===== src/rtl/seg_pkg.sv =====
// Shared constants for the seven-segment display controller: glyph table,
// blank/dash patterns, FSM state encoding and the double-dabble threshold.
package seg_pkg;

   typedef enum logic [1:0] {
      IDLE   = 2'd0,
      SHIFT  = 2'd1,
      UPDATE = 2'd2
   } state_t;

   localparam logic [6:0] SEG_BLANK = 7'b1111111;
   localparam logic [6:0] SEG_DASH  = 7'b0111111;

   // Active-low gfedcba patterns, index 15 (F) first down to index 0.
   localparam logic [15:0][6:0] SEG_GLYPHS = {
      7'b0001110, 7'b0000110, 7'b0100001, 7'b1000110,
      7'b0000011, 7'b0001000, 7'b0010000, 7'b0000000,
      7'b1111000, 7'b0000010, 7'b0010010, 7'b0011001,
      7'b0110000, 7'b0100100, 7'b1111001, 7'b1000000
   };

   localparam logic [3:0] BCD_ADD3_MIN = 4'd5;

endpackage


===== src/rtl/seg_glyph.sv =====
// Combinational nibble to active-low seven-segment decoder with a blank override.
module seg_glyph
   import seg_pkg::*;
(
   input  logic [3:0] digit,
   input  logic       blank,
   output logic [6:0] seg
);

   always_comb begin
      seg = blank ? SEG_BLANK : SEG_GLYPHS[digit];
   end

endmodule


===== src/rtl/seg_display_ctrl.sv =====
// Multi-digit seven-segment controller: captures a value on load, renders it
// as hex or as decimal via a sequential double-dabble, with blanking and overflow.
module seg_display_ctrl
   import seg_pkg::*;
#(
   parameter int DIGITS = 6,
   parameter int WIDTH  = 20
)
(
   input  logic                  mem_clk,
   input  logic                  resetn,
   input  logic [WIDTH-1:0]      value,
   input  logic                  load,
   input  logic                  dec_mode,
   input  logic                  blank_lz,
   output logic                  busy,
   output logic                  done,
   output logic                  overflow,
   output logic [7*DIGITS-1:0]   seg
);

   localparam int BW = 4 * DIGITS;
   localparam int CW = $clog2(WIDTH + 1);

   state_t              state;
   logic [WIDTH-1:0]    bin_reg;
   logic [BW-1:0]       bcd_reg;
   logic [BW-1:0]       bcd_adj;
   logic [BW-1:0]       hex_digits;
   logic [BW-1:0]       disp_digits;
   logic                sticky_ovf;
   logic                dec_r;
   logic                blank_r;
   logic [CW-1:0]       shift_cnt;
   logic                hex_ovf;
   logic                disp_ovf;
   logic [DIGITS-1:0]   digit_blank;
   logic [7*DIGITS-1:0] glyphs;
   logic [7*DIGITS-1:0] next_seg;

   // Double-dabble correction applied to every BCD digit before each shift.
   always_comb begin
      bcd_adj = bcd_reg;
      for (int i = 0; i < DIGITS; i++) begin
         if (bcd_reg[4*i +: 4] >= BCD_ADD3_MIN) begin
            bcd_adj[4*i +: 4] = bcd_reg[4*i +: 4] + 4'd3;
         end
      end
   end

   generate
      if (WIDTH > BW) begin : g_hex_wide
         assign hex_digits = bin_reg[BW-1:0];
         assign hex_ovf    = |bin_reg[WIDTH-1:BW];
      end else if (WIDTH == BW) begin : g_hex_exact
         assign hex_digits = bin_reg;
         assign hex_ovf    = 1'b0;
      end else begin : g_hex_narrow
         assign hex_digits = {{(BW-WIDTH){1'b0}}, bin_reg};
         assign hex_ovf    = 1'b0;
      end
   endgenerate

   assign disp_digits = dec_r ? bcd_reg : hex_digits;
   assign disp_ovf    = dec_r ? sticky_ovf : hex_ovf;

   // Blank every digit above the most significant nonzero one; digit 0 always shows.
   always_comb begin
      logic all_zero;
      all_zero    = 1'b1;
      digit_blank = '0;
      for (int i = DIGITS - 1; i >= 0; i--) begin
         all_zero       = all_zero && (disp_digits[4*i +: 4] == 4'd0);
         digit_blank[i] = blank_r && (i != 0) && all_zero;
      end
   end

   generate
      for (genvar g = 0; g < DIGITS; g++) begin : g_digit
         seg_glyph u_glyph (
            .digit (disp_digits[4*g +: 4]),
            .blank (digit_blank[g]),
            .seg   (glyphs[7*g +: 7])
         );
         assign next_seg[7*g +: 7] = disp_ovf ? SEG_DASH : glyphs[7*g +: 7];
      end
   endgenerate

   assign busy = (state != IDLE);

   // Control FSM with capture, shift datapath and registered display outputs.
   always_ff @(posedge mem_clk) begin
      if (!resetn) begin
         state      <= IDLE;
         seg        <= '1;
         done       <= 1'b0;
         overflow   <= 1'b0;
         bin_reg    <= '0;
         bcd_reg    <= '0;
         sticky_ovf <= 1'b0;
         dec_r      <= 1'b0;
         blank_r    <= 1'b0;
         shift_cnt  <= '0;
      end else begin
         done <= 1'b0;
         case (state)
            IDLE: begin
               if (load) begin
                  bin_reg    <= value;
                  dec_r      <= dec_mode;
                  blank_r    <= blank_lz;
                  bcd_reg    <= '0;
                  sticky_ovf <= 1'b0;
                  shift_cnt  <= '0;
                  state      <= dec_mode ? SHIFT : UPDATE;
               end
            end
            SHIFT: begin
               bcd_reg    <= {bcd_adj[BW-2:0], bin_reg[WIDTH-1]};
               bin_reg    <= bin_reg << 1;
               sticky_ovf <= sticky_ovf | bcd_adj[BW-1];
               shift_cnt  <= shift_cnt + CW'(1);
               if (shift_cnt == CW'(WIDTH - 1)) begin
                  state <= UPDATE;
               end
            end
            UPDATE: begin
               seg      <= next_seg;
               overflow <= disp_ovf;
               done     <= 1'b1;
               state    <= IDLE;
            end
            default: state <= IDLE;
         endcase
      end
   end

endmodule


===== config.mk =====
export PLATFORM = sky130hd
export DESIGN_NAME = seg_display_ctrl
export DESIGN_NICKNAME = d
export VERILOG_FILES = /design/src/rtl/seg_pkg.sv /design/src/rtl/seg_glyph.sv /design/src/rtl/seg_display_ctrl.sv
export SDC_FILE = /design/constraint.sdc
export NUM_CORES = 1
export LEC_CHECK = 0
export ABC_AREA = 1
export ABC_CLOCK_PERIOD_IN_PS = 2100
export BUFFER_PORTS_ARGS = -buffer_cell sky130_fd_sc_hd__buf_2
export CORE_UTILIZATION = 54
export DETAILED_ROUTE_END_ITERATION = 7
export HOLD_SLACK_MARGIN = 0.05
export MAX_ROUTING_LAYER = met4
export PLACE_DENSITY = 0.87
export SYNTH_ARGS = -nofsm -noshare
export SYNTH_HDL_FRONTEND = slang
export SYNTH_SLANG_ARGS = --single-unit

===== constraint.sdc =====
create_clock -name mem_clk -period 2.1 [get_ports mem_clk]
set_clock_uncertainty 0.2 [all_clocks]
set_input_delay 0.105 -clock mem_clk [delete_from_list [all_inputs] [get_ports mem_clk]]
set_output_delay 0.105 -clock mem_clk [all_outputs]
set_load 0.02 [all_outputs]

==> results of run 1 <==
per-stage QoR:
stage               cell area, µm²  power, mW  setup slack [ns]
finish                        7390       4.86             0.106
global route                  7390       5.14           -0.0123
CTS                           7310       4.82            0.0184
detailed placement            6790       3.27           0.00225
global placement              6790       3.25            0.0485
floorplan                     6170       2.92            0.0281
cell usage after synthesis (all sizes together):
master,number
o22a,5
o22ai,1
inv,91
nor2,58
a41oi,3
clkinv,1
nand3,70
nand2,287
o211ai,4
and2,1
ha,49
o21ai,74
a22oi,10
nor4,1
o311ai,1
dfxtp,98
clkbuf,21
xor2,6
a31oi,13
buf,15
nor3,8
o21a,2
a21oi,79
or2,5
nand4,15
layout by cell type, fill, tap and decap left out, types with 12 or more instances in the layout:
| cell type | n |
|---|---|
| sky130_fd_sc_hd__nand2_1 | 275 |
| sky130_fd_sc_hd__nor2_1 | 52 |
| sky130_fd_sc_hd__dlygate4sd3_1 | 25 |
| sky130_fd_sc_hd__inv_1 | 85 |
| sky130_fd_sc_hd__ha_1 | 47 |
| sky130_fd_sc_hd__a21oi_1 | 79 |
| sky130_fd_sc_hd__o21ai_0 | 56 |
| sky130_fd_sc_hd__dfxtp_1 | 97 |
| sky130_fd_sc_hd__nand4_1 | 13 |
| sky130_fd_sc_hd__nand3_1 | 69 |
| sky130_fd_sc_hd__buf_2 | 69 |
| sky130_fd_sc_hd__a31oi_1 | 13 |
| sky130_fd_sc_hd__buf_4 | 32 |
| sky130_fd_sc_hd__o21ai_1 | 12 |
layout make-up:
class                      count  share of cell area [%]
clock inverter                 2                   0.169
tap                          140                    2.37
timing repair buffer         130                    12.3
multi-input combinational    692                    50.3
clock buffer                  13                    3.52
inverter                      92                    4.70
sequential                    98                    26.6
where the power goes:
part | switching (mW) | internal, mW | leakage [nW]
logic | 0.810 | 0.462 | 2.26
clock network | 0.677 | 0.861 | 0.132
registers | 0.0784 | 1.97 | 0.801
routing by layer:
layer	vias up	global-route usage, %	wire (µm)
met2	242	43.8	7250
li1	3233	-	-
met1	2864	37.1	7280
met5	-	-	0
met3	27	4.12	977
met4	0	11.4	411
worst max-delay path by stage:
stage | slack [ns] | cells past startpoint | end
after floorplan | 0.03 | 11 | seg[17]
after global placement | 0.05 | 12 | seg[10]
after detailed placement | 0.002 | 12 | seg[10]
after CTS | 0.02 | 12 | seg[3]
after global routing | -0.01 | 12 | seg[17]
final | 0.11 | 11 | seg[3]
cell families after synthesis:
kind of cell / count (synthesis)
compound gates: 192
xor+xnor: 6
fa+ha+maj: 49
buf+inv: 128
flops: 98
simple gates: 445
critical path, cell delays in order, from the launching register on:
cell                      delay [ns]
sky130_fd_sc_hd__dfxtp_4        0.36
sky130_fd_sc_hd__buf_12         0.15
sky130_fd_sc_hd__buf_6          0.14
sky130_fd_sc_hd__nand2_1        0.07
sky130_fd_sc_hd__o21ai_0        0.07
sky130_fd_sc_hd__buf_4          0.16
sky130_fd_sc_hd__ha_1           0.31
sky130_fd_sc_hd__nor2_1         0.05
sky130_fd_sc_hd__o21ai_0        0.17
sky130_fd_sc_hd__nand3_1        0.09
sky130_fd_sc_hd__nand2_1        0.06
sky130_fd_sc_hd__nand2_1        0.05
what timing repair did:
item	in CTS	in global routing
gates cloned	0	1
hold buffers	25	0
endpoints found under the setup margin	2	33
resized for setup	1	19
hold endpoints to repair	37	0
pin swaps	0	4
==> results.json, run 1 <==
{
  "synthesis.area_per_instance_um2": 6.72,
  "crit_arrival_ns": 2.03,
  "muxShareOfSynthArea_pct": 0,
  "crit_path_end_kind": "flop",
  "finalHoldWorstSlack_ns": 0.131,
  "global_route.overflow_total": 0,
  "global_route_wire_length_before_repair_mm": 26.2,
  "synthTopCellsByArea": "sky130_fd_sc_hd__dfxtp_1, sky130_fd_sc_hd__nand2_1, sky130_fd_sc_hd__ha_1",
  "fin_crit_sh_pct": 95.0,
  "insertedDiodeCount": 0,
  "synth_seq_area_share_pct": 31.8,
  "drt-vias-per-instance": 5.46,
  "synth_top_family_by_area": "simple AND/OR/NAND/NOR gates",
  "cts.repair_timing.setup_buffer_count": 0,
  "yosys.area.top_type": "sky130_fd_sc_hd__dfxtp_1",
  "worst_hold_path.num_cells": 4,
  "cts_tree": "yes",
  "number_of_buffers_on_the_longest_clock_path": 2,
  "outcome": "complete, no violations",
  "detail_route.iter0.violations": 638,
  "leakage_component_of_the_power_nw": 3.20,
  "worst_ep_required_time_ns": 2.14,
  "ff2ff_setup_slack_ns": 0.11,
  "wire_per_inst_um": 13.6,
  "maxSlewHeadroom_pct": 66.6,
  "placedCellCount": 1126,
  "grt_start_max_net_pins": 48,
  "worstHoldPathType": "in2reg",
  "vdd_drop_max_v": 0.000377,
  "synth_simple_gate_area_share_pct": 31.3,
  "worstRegToRegCells": 11,
  "setup_violations": 0,
  "finalCriticalPeriod_ns": 1.99,
  "number_of_antenna_violations_at_the_first_check_in_global_routing": 0,
  "synth_fp_nets": 992,
  "cp_max_fo": 15,
  "reg2reg_from": "dec_r",
  "detailedRoute.firstPassIterationCount": 6,
  "largest_reg_flops": 42,
  "clock-root-buffer": "sky130_fd_sc_hd__clkbuf_16",
  "port_buffers": 69,
  "htreeDepth": 3,
  "hold_path.startpoint": "load",
  "routed-via-count": 6366,
  "max_freq_mhz": 501,
  "die-area_um2": 11900,
  "initial_core_util_pct": 56.2,
  "synth_cell_types": 41,
  "drv.max_cap_violation_count": 0,
  "dp_hpwl_mm": 11.2,
  "footprint_of_the_multi_input_gates_um2": 3720,
  "post_route_ant_nets": 0,
  "setup-tns-final_ns": 0,
  "boundaryPins": 70,
  "synth_adder_area_share_pct": 9.94,
  "ys.warnings.count": 0,
  "powerDensity_nw_per_um2": 657,
  "tightest_slew_ns": 0.498,
  "setup.worst_path.start": "dec_r",
  "synth-compound-area-share_pct": 17.4,
  "horiz_die_dim_um": 109,
  "fin_cells": 1167,
  "yosys.area.top_type_share_pct": 31.8,
  "ys_ff_latch": 98,
  "worstSetupPathType": "reg2reg",
  "finalHoldViolCount": 0,
  "clkSinkCount": 98,
  "number_of_nets_at_the_end_of_the_flow": 1097,
  "seqCellArea_um2": 1970,
  "fraction_of_final_layout_cells_with_drive_strength_greater_than_1_pct": 15.5,
  "synth_area_um2": 6170,
  "setup.worst_path.start_class": "flop",
  "fillers": 899,
  "clkTransAtPathRegs_ns": 0.06,
  "synth_xor_area_share_pct": 0.852,
  "fp-row-count": 38,
  "cts-buffers-inserted": 9,
  "core-area_um2": 11000,
  "gp_congestion": 0.957,
  "areaGrowthSynthToFinish_pct": 19.8,
  "worst_r2r_endpoint": "seg[3]",
  "gr-usage-all-layers_pct": 28.4,
  "worstSkewPairLatency_ns": 0.34,
  "dieHeight_um": 109,
  "detail_route.drc_violations": 0,
  "number_of_global_route_vias_before_repair": 5728,
  "final_max_slew_viol_count": 0,
  "routed_wl_mm": 15.9,
  "hold-path-endpoint": "shift_cnt[4]",
  "final_core_util_pct": 67.3,
  "syn_inst": 918
}
(Power assumes the default switching activity.)
==> inputs of run 2 (changes only) <==
- CELL_PAD_IN_SITES_DETAIL_PLACEMENT: not set -> 1
- CELL_PAD_IN_SITES_GLOBAL_PLACEMENT: not set -> 1
- CORE_UTILIZATION: 54 -> 38
==> results.json, run 2 (synthesized netlist as in run 1, its figures left out) <==
{
  "cts-buffers-inserted": 9,
  "global_route.overflow_total": 0,
  "areaGrowthSynthToFinish_pct": 22.9,
  "vdd_drop_max_v": 0.000429,
  "number_of_buffers_on_the_longest_clock_path": 2,
  "layout.cells.most_common_list": "sky130_fd_sc_hd__nand2_1, sky130_fd_sc_hd__dfxtp_1, sky130_fd_sc_hd__inv_1, sky130_fd_sc_hd__a21oi_1, sky130_fd_sc_hd__buf_2",
  "port_buffers": 69,
  "gr-usage-all-layers_pct": 25.9,
  "routed.top_layer": "met4",
  "clock-root-buffer": "sky130_fd_sc_hd__clkbuf_16",
  "cp_max_fo": 10,
  "finalHoldViolCount": 0,
  "global_route_wire_length_before_repair_mm": 33.0,
  "core-area_um2": 15900,
  "number_of_nets_at_the_end_of_the_flow": 1100,
  "detail_route.iter0.violations": 441,
  "crit_path_end_kind": "flop",
  "p_clk_share_pct": 33.9,
  "number_of_antenna_violations_at_the_first_check_in_global_routing": 0,
  "finalInstanceArea_um2": 7580,
  "final_core_util_pct": 47.7,
  "p_switching_mw": 1.74,
  "drt-vias-per-instance": 5.23,
  "finalHoldWorstSlack_ns": 0.263,
  "setup-tns-final_ns": 0,
  "setup_violations": 0,
  "grt_start_max_net_pins": 40,
  "worstSkewPairLatency_ns": 0.37,
  "routedLengthMet1_mm": 9.42,
  "final_max_slew_viol_count": 0,
  "crit_arrival_ns": 2.07,
  "wire_per_inst_um": 16.4,
  "maxSlewHeadroom_pct": 66.8,
  "horiz_die_dim_um": 129,
  "routed-via-count": 6525,
  "wl_met2_mm": 9.83,
  "switching_share_pct": 34.1,
  "number_of_global_route_vias_before_repair": 6591,
  "tightest_slew_ns": 0.495,
  "post_route_ant_nets": 0,
  "insertedDiodeCount": 0,
  "fin_crit_sh_pct": 96.2,
  "cts_tree": "yes",
  "clkSinkCount": 98,
  "die-area_um2": 16800,
  "boundaryPins": 70,
  "seqCellArea_um2": 1970,
  "postPlaceCellArea_um2": 6910,
  "htreeDepth": 3,
  "initial_core_util_pct": 38.8,
  "dieHeight_um": 129,
  "clkTransAtPathRegs_ns": 0.08,
  "worstHoldPathType": "reg2reg",
  "fp-row-count": 46,
  "largest_reg_flops": 42,
  "powerDensity_nw_per_um2": 675,
  "gp_congestion": 0.930,
  "footprint_of_the_multi_input_gates_um2": 3750,
  "pwr-share-seq_pct": 40.0,
  "fillers": 2121,
  "routed_wl_mm": 20.4,
  "max_freq_mhz": 495,
  "final_common_cell": "sky130_fd_sc_hd__nand2_1",
  "dp_hpwl_mm": 13.9,
  "drv.max_cap_violation_count": 0,
  "worst_ep_required_time_ns": 2.15,
  "power_frac_comb_pct": 26.1,
  "detailedRoute.firstPassIterationCount": 7,
  "fraction_of_final_layout_cells_with_drive_strength_greater_than_1_pct": 16.9,
  "p_int_mw": 3.38,
  "outcome": "complete, no violations",
  "leakage_component_of_the_power_nw": 3.24,
  "setup.worst_path.start_class": "flop",
  "worstSetupPathType": "reg2reg",
  "finalCriticalPeriod_ns": 2.02,
  "cts.repair_timing.setup_buffer_count": 0,
  "detail_route.drc_violations": 0,
  "dr_wl_met3_um": 657,
  "rsz0062_at_grt": "yes"
}
[run 2: cell count changes in the layout (fill, tap and decap cells not counted), sizes merged]
| cell | before | now |
|---|---|---|
| dlygate4sd3 | 25 | 26 |
| clkinvlp | 1 | 0 |
| clkinv | 2 | 4 |
| bufinv | 0 | 1 |
| inv | 91 | 94 |
| buf | 104 | 106 |
| clkbuf | 14 | 10 |
[run 2: power by group through the flow]
| stage | clock (mW) | sequential [mW] | combinational (mW) |
|---|---|---|---|
| finish | 1.74 | 2.05 | 1.34 |
| global placement | 0 | 2.08 | 1.20 |
| CTS | 1.74 | 2.05 | 1.30 |
| global route | 1.82 | 2.06 | 1.48 |
| detailed placement | 0 | 2.09 | 1.23 |
| floorplan | 0 | 2.15 | 0.762 |
[run 2: path summary, 6_finish.rpt]
| check | from | slack [ns] | cells after the start | endpoint |
|---|---|---|---|---|
| worst max-delay path | dec_r | 0.08 | 10 | seg[23] |
| worst min-delay path | seg[14] | 0.26 | 2 | seg[14] |
| worst max register to register | dec_r | 0.08 | 10 | seg[23] |
| worst min register to register | seg[14] | 0.26 | 2 | seg[14] |
[run 2: cell type report]
| class | instances | share of cell area, % |
|---|---|---|
| flip-flops and latches | 98 | 25.9 |
| inverters | 92 | 4.65 |
| clock inverters | 7 | 0.990 |
| well taps | 216 | 3.56 |
| repair buffers | 133 | 12.5 |
| clock buffers | 9 | 2.97 |
| multi-input cells | 692 | 49.4 |
[run 2: per-layer routing]
| layer | GRT usage (%) | vias up |
|---|---|---|
| li1 | - | 3233 |
| met1 | 31.6 | 3109 |
| met2 | 43.3 | 150 |
| met3 | 2.93 | 33 |
| met4 | 10.6 | 0 |
| met5 | - | - |
[run 2: critical path, cell delays in order (launching register included)]
cell	delay, ns
sky130_fd_sc_hd__dfxtp_4	0.38
sky130_fd_sc_hd__buf_12	0.15
sky130_fd_sc_hd__o21ai_1	0.26
sky130_fd_sc_hd__inv_1	0.13
sky130_fd_sc_hd__ha_1	0.24
sky130_fd_sc_hd__nand2_1	0.12
sky130_fd_sc_hd__nor2_4	0.07
sky130_fd_sc_hd__nand2_4	0.09
sky130_fd_sc_hd__nand2_2	0.07
sky130_fd_sc_hd__o21ai_1	0.13
sky130_fd_sc_hd__nand2_1	0.06
[run 2: timing repair]
item / in CTS / in global routing
gates resized for setup: 8 / 27
pin swaps: 1 / 3
endpoints found under the hold margin: 41 / 0
cloned: 0 / 1
hold buffers: 26 / 0
setup endpoints to repair: 19 / 31
[run 2: through the flow]
step,cells,setup slack [ns],power (mW)
after floorplan,918,0.0281,2.92
after detailed placement,1204,-0.122,3.32
after global routing,1247,-0.0491,5.37
after global placement,1204,0.0318,3.28
final,1247,0.0804,5.12
after CTS,1246,0.0200,5.08
